`src/rtl/addbit_serial_sequencer.sv`:
```
// Bit-serial add controller: feeds one external 1-bit full adder LSB first,
// one bit per clock, between a valid/ready operand source and result sink.
module addbit_serial_sequencer #(
    parameter int WIDTH = 8,
    parameter int CNT_W = 5
) (
    input  logic             clk,
    input  logic             reset,
    input  logic             op_valid,
    output logic             op_ready,
    input  logic [WIDTH-1:0] op_a,
    input  logic [WIDTH-1:0] op_b,
    input  logic             op_cin,
    output logic             add_a,
    output logic             add_b,
    output logic             add_ci,
    input  logic             add_sum,
    input  logic             add_co,
    output logic             res_valid,
    input  logic             res_ready,
    output logic [WIDTH-1:0] res_sum,
    output logic             res_cout,
    output logic             busy
);

    typedef enum logic [1:0] {
        S_IDLE,
        S_RUN,
        S_DONE
    } state_t;

    localparam logic [CNT_W-1:0] LAST_BIT = CNT_W'(WIDTH - 1);

    state_t           r_state;
    state_t           w_next;
    logic [WIDTH-1:0] r_sha;
    logic [WIDTH-1:0] r_shb;
    logic [WIDTH-1:0] r_sum;
    logic             r_cout;
    logic             r_carry;
    logic [CNT_W-1:0] r_count;
    logic             w_accept;
    logic             w_last;

    assign w_accept = (r_state == S_IDLE) && op_valid;
    assign w_last   = (r_count == LAST_BIT);

    always_comb begin
        w_next    = r_state;
        op_ready  = 1'b0;
        res_valid = 1'b0;
        busy      = 1'b0;
        add_a     = 1'b0;
        add_b     = 1'b0;
        add_ci    = 1'b0;
        case (r_state)
            S_IDLE: begin
                op_ready = 1'b1;
                if (op_valid) w_next = S_RUN;
            end
            S_RUN: begin
                busy   = 1'b1;
                add_a  = r_sha[0];
                add_b  = r_shb[0];
                add_ci = r_carry;
                if (w_last) w_next = S_DONE;
            end
            S_DONE: begin
                busy      = 1'b1;
                res_valid = 1'b1;
                if (res_ready) w_next = S_IDLE;
            end
            default: w_next = S_IDLE;
        endcase
    end

    always_ff @(posedge clk) begin
        if (reset) begin
            r_state <= S_IDLE;
            r_sha   <= '0;
            r_shb   <= '0;
            r_sum   <= '0;
            r_cout  <= 1'b0;
            r_carry <= 1'b0;
            r_count <= '0;
        end else begin
            r_state <= w_next;
            if (w_accept) begin
                r_sha   <= op_a;
                r_shb   <= op_b;
                r_carry <= op_cin;
                r_count <= '0;
            end else if (r_state == S_RUN) begin
                // Sum bits enter at the MSB so bit 0 lands at res_sum[0] after WIDTH shifts.
                r_sum   <= {add_sum, r_sum[WIDTH-1:1]};
                r_carry <= add_co;
                r_sha   <= r_sha >> 1;
                r_shb   <= r_shb >> 1;
                r_count <= r_count + 1'b1;
                if (w_last) r_cout <= add_co;
            end
        end
    end

    assign res_sum  = r_sum;
    assign res_cout = r_cout;

endmodule
```
`config.mk`:
```
export PLATFORM = sky130hd
export DESIGN_NAME = addbit_serial_sequencer
export DESIGN_NICKNAME = d
export VERILOG_FILES = /design/src/rtl/addbit_serial_sequencer.sv
export SDC_FILE = /design/constraint.sdc
export NUM_CORES = 1
export LEC_CHECK = 0
export CORE_MARGIN = 3
export CORE_UTILIZATION = 38
export CTS_CLUSTER_DIAMETER = 40
export DETAILED_ROUTE_END_ITERATION = 16
export SYNTH_ARGS = -nofsm -noshare
export SYNTH_HDL_FRONTEND = slang
export SYNTH_SLANG_ARGS = --single-unit
export TNS_END_PERCENT = 5
```
`constraint.sdc`:
```
create_clock -name clk -period 1.86 [get_ports clk]
set_input_delay 0.372 -clock clk [delete_from_list [all_inputs] [get_ports clk]]
set_output_delay 0.372 -clock clk [all_outputs]
set_load 0.03 [all_outputs]
```
After elaboration in Yosys (flattened, before gate mapping)
Index checks and enable logic that the tools add are counted.

word-level totals
  register bits after elaboration = 33
  latch bits = 0
  memory bits (writable) = 0
  memory bits (read-only) = 0
  input bits = 23
  output and inout bits = 15
  word-level logic and storage cells = 39
  memories kept = 0

operators by class
  add/sub/neg operators = 1
  multiply operators = 0
  div/mod/pow operators = 0
  $lt $le $gt $ge = 0
  equality and inequality tests = 6
  shift-type cells = 0
  mux-type cells = 16
  bitwise logic cells = 1
  reduce and logical (&&, ||, !) cells = 8

operators by type and width
  kind                                                 count
  two-way mux 8 bit                                    4
  two-way mux 1 bit                                    8
  two-way mux 2 bit                                    3
  != test 2 bit, second input constant                 3
  one-hot mux 2 bit (3 select lines)                   1
  AND reduction 3 bit                                  2
  adder 5 x 1 -> 5 bit, second input constant          1
  equality test 5 x 3 -> 1 bit, second input constant  1
  OR reduction 2 bit                                   2
  equality test 2 x 1 -> 1 bit, second input constant  1
  equality test 2 bit, second input constant           1
  logical NOT 2 bit                                    1
  AND reduction 2 bit                                  1
  nonzero test 2 bit                                   1
  logical AND 1 bit                                    1
  NOT 1 bit                                            1

Logic depth before layout (Yosys ltp)
Gate-level depths: netlist of run 1.

  depth after elaboration = 4
  mapped depth = 7

Worst setup path after synthesis of run 1
OpenSTA, ideal clock, no wires.

  path kind = flip-flop to flip-flop
  start = reg r_state[0]
  end = reg r_state[0]
  data arrival time = 1.581 ns
  data required time = 1.788 ns
  path slack = 0.207 ns
  cell stages (with the launch flop) = 6
  buffers on the path = 0
  period minus slack after synthesis = 1.653 ns
  path through = dfxtp_1 inv_1 ha_1 and2b_2 a2111oi_4 mux2i_1

on the way
  word-level cells in the longest chain between the ends = 3
  elaborated cells between the ends (all ways) = 8
  those cells by class = eq/ne (5); mux (1); reduce/logical (2)

ends and longest elaborated chain
  what                                                  line  text
  start, declared                                       34    state_t r_state;
  start signal, assigned                                87    r_state <= w_next;
  equality test 2 x 1 -> 1 bit (tied with other cells)  56    case (r_state)
  != test 2 bit (no line)                               n/a
  AND reduction 3 bit (no line)                         n/a

Parallel ways exist; a longest one is shown, timed or not.
A chain may end at the register's enable or synchronous reset.

Worst setup path in the final report of run 1
  start = reg r_state[1]
  end = out add_a

on the way
  word-level cells in the longest chain between the ends = 2

ends and longest elaborated chain
  what                          line  text
  equality test 2 x 1 -> 1 bit  56
  two-way mux 1 bit             56
  end, declared                 14    output logic add_a,

No other way between the ends.

==> results of run 1 <==
==> synthesized netlist by cell type <==
master | number | area (sq um)
clkbuf_1 | 9 | 33.8
dfxtp_1 | 33 | 661
a21oi_1 | 3 | 15.0
a2111oi_4 | 1 | 27.5
nand3b_1 | 2 | 15.0
nand2b_1 | 4 | 25.0
nor2b_1 | 2 | 12.5
nor3_1 | 5 | 25.0
ha_1 | 6 | 75.1
buf_2 | 3 | 15.0
and3_2 | 1 | 7.51
xor2_1 | 3 | 26.3
inv_1 | 3 | 11.3
nand2_1 | 4 | 15.0
mux2i_1 | 26 | 260
a31o_2 | 1 | 8.76
a211oi_1 | 15 | 113
nor2_1 | 24 | 90.1
and2_1 | 4 | 25.0
or3b_4 | 1 | 11.3
xnor2_1 | 1 | 8.76
and2b_2 | 1 | 8.76
nand4_1 | 3 | 18.8
==> what timing repair did <==
item                                   4_1_cts  5_1_grt
endpoints found under the hold margin        0        0
gates resized for setup                      4        3
setup endpoints to repair                    4        4
cloned                                       0        0
==> logic make-up (layout without fill, tap and decap cells) <==
| logic type | Yosys count | after routing | share of synthesized area |
|---|---|---|---|
| buffers and inverters | 15 | 52 | 0.0398 |
| adders and majority gates | 6 | 6 | 0.0497 |
| and+or+nand+nor | 51 | 51 | 0.168 |
| xor gates and xnor gates | 4 | 4 | 0.0232 |
| muxes | 26 | 26 | 0.172 |
| AOI/OAI and AO/OA | 20 | 20 | 0.109 |
| DFF | 33 | 33 | 0.438 |
==> where the power goes <==
part,switching (mW),internal (mW),total [mW]
Sequential,0.0746,0.844,0.918
Combinational,0.505,0.471,0.977
Clock,0.233,0.293,0.526
==> area by class of cell <==
class / instances / area share
repair buffers: 42 / 0.212
inverters: 3 / 0.00548
multi-input cells: 107 / 0.390
clock buffers: 7 / 0.0420
flip-flops and latches: 33 / 0.322
well taps: 48 / 0.0292
==> routing by layer <==
metal | wire, um | up-vias | GRT usage
met2 | 1380 | 22 | 0.225
met3 | 131 | 7 | 0.0466
li1 | - | 612 | -
met1 | 1390 | 532 | 0.160
met5 | 0 | - | 0
met4 | 61 | 0 | 0.0672
==> stage by stage <==
step | power [mW] | hold WS, ns | util | std cells
after detailed placement | 1.92 | 0.481 | 0.523 | 233
final | 2.42 | 0.485 | 0.549 | 240
after floorplan | 1.62 | 0.460 | - | 155
after CTS | 2.44 | 0.491 | 0.546 | 240
after global routing | 2.59 | 0.505 | 0.549 | 240
after global placement | 1.89 | 0.477 | 0.523 | 233
==> registers in the layout (all words and copies together), names as in the netlist <==
name	flops
res_cout	1
r_count	5
r_carry	1
r_state	2
r_sha	8
res_sum	8
r_shb	8
==> final timing paths <==
kind	to	depth (start not counted)	from	slack [ns]
setup / recovery	add_a	5	r_state[1]$_SDFFE_PP0P_	0.10
hold / removal	r_shb[7]$_SDFFE_PP0P_	2	r_shb[7]$_SDFFE_PP0P_	0.49
setup reg to reg	r_state[0]$_SDFFE_PP0P_	4	r_count[0]$_SDFFE_PP0N_	0.17
hold reg to reg	r_shb[7]$_SDFFE_PP0P_	2	r_shb[7]$_SDFFE_PP0P_	0.49
==> cell usage in the layout, fill, tap and decap left out, types with 3 or more instances in the layout <==
cell type	n
xor2_1	3
nand4_1	3
clkbuf_8	6
a21oi_1	3
buf_4	5
nand2_1	4
and2_1	4
ha_1	5
dfxtp_1	33
buf_12	3
nor3_1	5
nand2b_1	4
a211oi_1	15
mux2i_1	26
clkdlybuf4s50_1	31
nor2_1	24
==> worst max-delay path, delay by kind of cell, from the launching register on <==
| family | cells | cell delay, ns |
|---|---|---|
| simple gates | 1 | 0.15 |
| flops | 1 | 0.38 |
| buf+inv | 3 | 0.41 |
| fa+ha+maj | 1 | 0.17 |
==> results.json, run 1 <==
{
  "finalHoldViolCount": 0,
  "power_density_nw_per_um2": 1180,
  "cts_num_sinks": 33,
  "max-vdd-ir-drop_mv": 0.525,
  "synthesis.area_sq_um": 1510,
  "global_route_wire_length_before_repair_um": 5400,
  "outcome": "finished, final reports clean",
  "avgSynthCellArea_sq_um": 9.74,
  "synthesis.yosys.warnings": 0,
  "multi_input_area_sq_um": 801,
  "grt_usage": 0.138,
  "die_span_x_um": 69.0,
  "cp_slowest_stage_delay_ns": 0.38,
  "grt_antenna_before_repair": 0,
  "cts-buffers-inserted": 5,
  "nNetsFinal": 221,
  "cts.hold.buffers_added": 0,
  "critPathSlowestCell": "dfxtp_1",
  "placement.cell_area_sq_um": 1960,
  "max_slew_margin": 0.684,
  "clkTransAtPathRegs_ns": 0.06,
  "totalWireLength_um": 2970,
  "htreeDepth": 2,
  "yosysUniqueCellTypes": 23,
  "preCtsSetupSlack_ns": 0.0566,
  "final.min_clock_period_ns": 1.76,
  "ctsLongestPathBuffers": 2,
  "routed_wire_length_per_instance_um": 12.4,
  "ports": 38,
  "std_cell_rows": 22,
  "die-area_sq_um": 4760,
  "worstPathCellList": "inv_2 > ha_4 > buf_12 > and2_1 > buf_4",
  "crit_path_start_kind": "flop",
  "critical_setup_path_class": "flop to output pin",
  "critPathMaxFanout": 20,
  "route.detailed.vias_per_inst": 4.89,
  "syn_nets": 184,
  "fp.dieH_um": 69.0,
  "initial_standard_cell_utilization_of_the_core": 0.403,
  "syn_to_final_growth_pct": 36.2,
  "grt_start_max_net_pins": 36,
  "tritoncts": "done",
  "num-fill-cells": 352,
  "drtIter0Drc": 49,
  "detailed_route_via_count": 1173,
  "synth.ff_latch_count": 33,
  "synth_cells": 155,
  "half_perimeter_wire_length_after_placement_um": 2080,
  "clk_latency_ns": 0.28,
  "io_buffers": 37,
  "post_route_cells_drive_above_1_share": 0.109,
  "worst_clock_skew_ns": 0.00375,
  "rsz0062_at_grt": "no",
  "postLayoutSetupSlackWorst_ns": 0.104,
  "finalMaxSlewViolations": 0,
  "finalInstanceArea_sq_um": 2050,
  "antenna_cells_inserted": 0,
  "end_kind": "output pin",
  "setup_viol": 0,
  "worst_pin_slew_ns": 0.475,
  "ff_latch_area_sq_um": 661,
  "ctsRootBufferMaster": "clkbuf_8",
  "max_capacitance_violation_count": 0,
  "hold_path_class": "flop to flop",
  "cellLeakagePower_nw": 0.768,
  "sequential_element_share_of_the_synthesized_area": 0.438,
  "drt_drc_violations_left": 0,
  "finalCritPeriodShare": 0.944,
  "critical_path_required_ns": 1.49,
  "grt-ovfl-total": 0,
  "postRouteAntennaNets": 0,
  "post_cts_buffers": 0,
  "cp_data_arrival_time_ns": 1.38,
  "detail_route.first_pass.iterations": 4,
  "core_sq_um": 3740,
  "weighted_congestion_reported_at_the_end_of_routability_driven_placement": 0.763,
  "fin_tns_setup_ns": 0,
  "grt_pass1_vias": 1214,
  "maxClockFrequency_mhz": 570
}
No activity file was read; power rests on OpenSTA's default activity.
==> inputs of run 2 (changes only) <==
--- a/config.mk
+++ b/config.mk
@@ -5,10 +5,12 @@
 export SDC_FILE = /design/constraint.sdc
 export NUM_CORES = 1
 export LEC_CHECK = 0
+export ABC_AREA = 1
 export CORE_MARGIN = 3
-export CORE_UTILIZATION = 38
+export CORE_UTILIZATION = 48
 export CTS_CLUSTER_DIAMETER = 40
 export DETAILED_ROUTE_END_ITERATION = 16
+export PLACE_DENSITY = 0.78
 export SYNTH_ARGS = -nofsm -noshare
 export SYNTH_HDL_FRONTEND = slang
 export SYNTH_SLANG_ARGS = --single-unit
==> run 2 against run 1 <==
Effect of this change:
- flip-flop and latch count stayed put
- clock skew is 0.0034 ns higher
- critical path depth stayed put
- clock power is 23% lower
- count of clock-buffer cells in the layout stayed put
- die area is 19% lower
- combinational power is 26% higher
- sequential power is 6.2% higher
- cell count is 30% higher
- area after synthesis is 0.41% higher
- worst setup slack worse by 0.059 ns
==> results.json, run 2 <==
{
  "power.internal_mw": 1.50,
  "worst_r2r_endpoint": "r_sha[2]$_SDFFE_PP0P_",
  "post_synth_main_area_contributors": "dfxtp_1 (44%), nand2_1 (20%), inv_1 (7.2%)",
  "async_reset_ff_frac": 0,
  "critical_setup_path_class": "flop to output pin",
  "cts.hold.buffers_added": 0,
  "grt_start_max_net_pins": 18,
  "crit_path_start_kind": "flop",
  "cellLeakagePower_nw": 1.01,
  "worstSetupStartpoint": "r_state[1]$_SDFFE_PP0P_",
  "die-area_sq_um": 3870,
  "synth_top_area_frac": 0.436,
  "critPathSlowestCell": "ha_2",
  "route.detailed.vias_per_inst": 4.53,
  "outcome": "finished, final reports clean",
  "max_slew_margin": 0.750,
  "worstPathCellList": "inv_1 > ha_2 > nand2_1 > inv_1 > buf_4",
  "path_buf_inv": 3,
  "critical_path_required_ns": 1.49,
  "power_frac_seq": 0.374,
  "cp_common_cell": "inv_1",
  "sequential_element_share_of_the_synthesized_area": 0.436,
  "drtIter0Drc": 46,
  "avgSynthCellArea_sq_um": 6.67,
  "finalCritPeriodShare": 0.976,
  "half_perimeter_wire_length_after_placement_um": 2270,
  "htreeDepth": 2,
  "clk_latency_ns": 0.33,
  "worst_pin_slew_ns": 0.375,
  "grt_usage": 0.176,
  "final_cell_count_no_fill": 311,
  "detailed_route_via_count": 1410,
  "combinational_power_share": 0.471,
  "io_buffers": 37,
  "grt_antenna_before_repair": 0,
  "final.min_clock_period_ns": 1.81,
  "post_route_cells_drive_above_1_share": 0.0818,
  "crit_path_end": "add_a",
  "std_cell_rows": 19,
  "finalHoldViolCount": 0,
  "cp_slowest_stage_delay_ns": 0.37,
  "switching_share_of_power": 0.425,
  "synth_enable_flop_cells": 0,
  "worstReg2RegStart": "r_state[0]$_SDFFE_PP0P_",
  "weighted_congestion_reported_at_the_end_of_routability_driven_placement": 0.747,
  "synth.ff_latch_count": 33,
  "final_common_cell": "nand2_1",
  "routed_wire_length_per_instance_um": 10.0,
  "antenna_cells_inserted": 0,
  "max_capacitance_violation_count": 0,
  "cts_num_sinks": 33,
  "syn_nets": 256,
  "grt_pass1_vias": 1284,
  "grt-ovfl-total": 0,
  "detail_route.first_pass.iterations": 4,
  "clock_power_share": 0.155,
  "postRouteAntennaNets": 0,
  "cts-buffers-inserted": 5,
  "hold_path_class": "flop to flop",
  "yosys.area.top_type": "dfxtp_1",
  "fp.dieH_um": 62.2,
  "max-vdd-ir-drop_mv": 0.922,
  "cp_data_arrival_time_ns": 1.44,
  "synth.top_cells.by_count": "nand2_1 (82), dfxtp_1 (33), inv_1 (29), nor2_1 (25), nand3_1 (19)",
  "synth_cells": 227,
  "tritoncts": "done",
  "nNetsFinal": 298,
  "yosysUniqueCellTypes": 18,
  "drt_drc_violations_left": 0,
  "net_switching_power_figure_mw": 1.11,
  "rsz0062_at_grt": "yes",
  "global_route_wire_length_before_repair_um": 5550,
  "finalInstanceArea_sq_um": 1980,
  "syn_to_final_growth_pct": 30.9,
  "ctsRootBufferMaster": "clkbuf_4",
  "die_span_x_um": 62.2,
  "placement.cell_area_sq_um": 1930,
  "maxClockFrequency_mhz": 551,
  "placed_instances": 304,
  "critPathMaxFanout": 13,
  "end_kind": "output pin",
  "core_sq_um": 2880,
  "power_density_nw_per_um2": 1320,
  "worst_r2r_path_depth": 9,
  "finalMaxSlewViolations": 0,
  "layout_common_cells": "nand2_1 (82), dfxtp_1 (32), clkdlybuf4s50_1 (31), inv_1 (29), nor2_1 (25)",
  "ports": 38,
  "clkTransAtPathRegs_ns": 0.10,
  "yosysMostFrequentCell": "nand2_1",
  "critical_path_cell_count": 5,
  "setup_viol": 0,
  "synthesis.area_sq_um": 1520,
  "postSynth.topFlopCell": "dfxtp_1",
  "r2r_setup_slack_ns": 0.36,
  "worst_clock_skew_ns": 0.00717,
  "ctsLongestPathBuffers": 2,
  "crit_family": "adder cells",
  "initial_standard_cell_utilization_of_the_core": 0.527,
  "totalWireLength_um": 3120,
  "synthesis.yosys.warnings": 0
}
[run 2: cell types whose count changed after synthesis, sizes merged, moves of 8 or more]
cell / previous run / this run
nand2: 4 / 83
inv: 3 / 32
mux2i: 26 / 0
nand3: 0 / 19
a211oi: 15 / 0
clkbuf: 9 / 1
o21ai: 0 / 8
[run 2: cell type report]
| cell class | count | area [sq um] |
|---|---|---|
| inverter | 34 | 128 |
| tap | 42 | 52.6 |
| sequential | 33 | 662 |
| clock buffer | 7 | 55.1 |
| multi-input combinational | 154 | 698 |
| timing repair buffer | 41 | 388 |
| fill | 252 | 893 |
[run 2: metrics by stage]
step / TNS (ns) / worst slack, ns / total power, mW / hold WS (ns) / util
after CTS: 0 / 0.0111 / 2.64 / 0.469 / 0.690
after floorplan: 0 / 0.291 / 1.86 / 0.433 / -
after global placement: 0 / 0.114 / 2.22 / 0.451 / 0.671
final: 0 / 0.0453 / 2.61 / 0.464 / 0.689
after detailed placement: 0 / 0.0564 / 2.25 / 0.455 / 0.671
after global routing: -0.193 / -0.0737 / 2.83 / 0.496 / 0.689
[run 2: per-layer routing]
| metal | part of all wire | up-vias | global-route usage |
|---|---|---|---|
| met1 | 0.48 | 600 | 0.211 |
| met3 | 0.060 | 4 | 0.0793 |
| met5 | 0 | - | 0 |
| met2 | 0.45 | 33 | 0.285 |
| li1 | - | 773 | - |
| met4 | 0.012 | 0 | 0.0497 |
[run 2: worst min path at each step]
| stage | startpoint | to | slack, ns | cells after the start |
|---|---|---|---|---|
| CTS | r_shb[7]$_SDFFE_PP0P_ | r_shb[7]$_SDFFE_PP0P_ | 0.47 | 2 |
| global route | r_shb[7]$_SDFFE_PP0P_ | r_shb[7]$_SDFFE_PP0P_ | 0.50 | 2 |
| floorplan | r_sha[7]$_SDFFE_PP0P_ | r_sha[7]$_SDFFE_PP0P_ | 0.43 | 2 |
| global placement | r_shb[7]$_SDFFE_PP0P_ | r_shb[7]$_SDFFE_PP0P_ | 0.45 | 2 |
| detailed placement | r_shb[7]$_SDFFE_PP0P_ | r_shb[7]$_SDFFE_PP0P_ | 0.45 | 2 |
| finish | r_shb[7]$_SDFFE_PP0P_ | r_shb[7]$_SDFFE_PP0P_ | 0.46 | 2 |
[run 2: timing repair]
action,in CTS,in global routing
buffers inserted,0,0
pin swaps,0,0
endpoints found under the setup margin,6,6
resized for setup,6,3
[run 2: worst min-delay path, cell delays in order (launching register included)]
cell     delay (ns)
dfxtp_1        0.32
nand2_1        0.06
a21oi_1        0.05
[run 2: cell families (layout without fill, tap and decap cells)]
family / count (synthesis) / after routing / synth area share
adder cells (fa/ha/maj): 6 / 6 / 0.0495
flip-flops: 33 / 33 / 0.436
XOR/XNOR: 1 / 1 / 0.00578
buffers and inverters: 40 / 82 / 0.105
AO/OA/AOI/OAI: 15 / 15 / 0.0495
AND/OR/NAND/NOR: 132 / 132 / 0.354
[run 2: power by group through the flow]
| stage | clock [mW] | sequential (mW) | combinational (mW) |
|---|---|---|---|
| after floorplan | 0 | 1.09 | 0.765 |
| after global placement | 0 | 0.982 | 1.24 |
| after detailed placement | 0 | 0.984 | 1.27 |
| after CTS | 0.420 | 0.973 | 1.25 |
| after global routing | 0.452 | 0.997 | 1.39 |
| final | 0.405 | 0.975 | 1.23 |
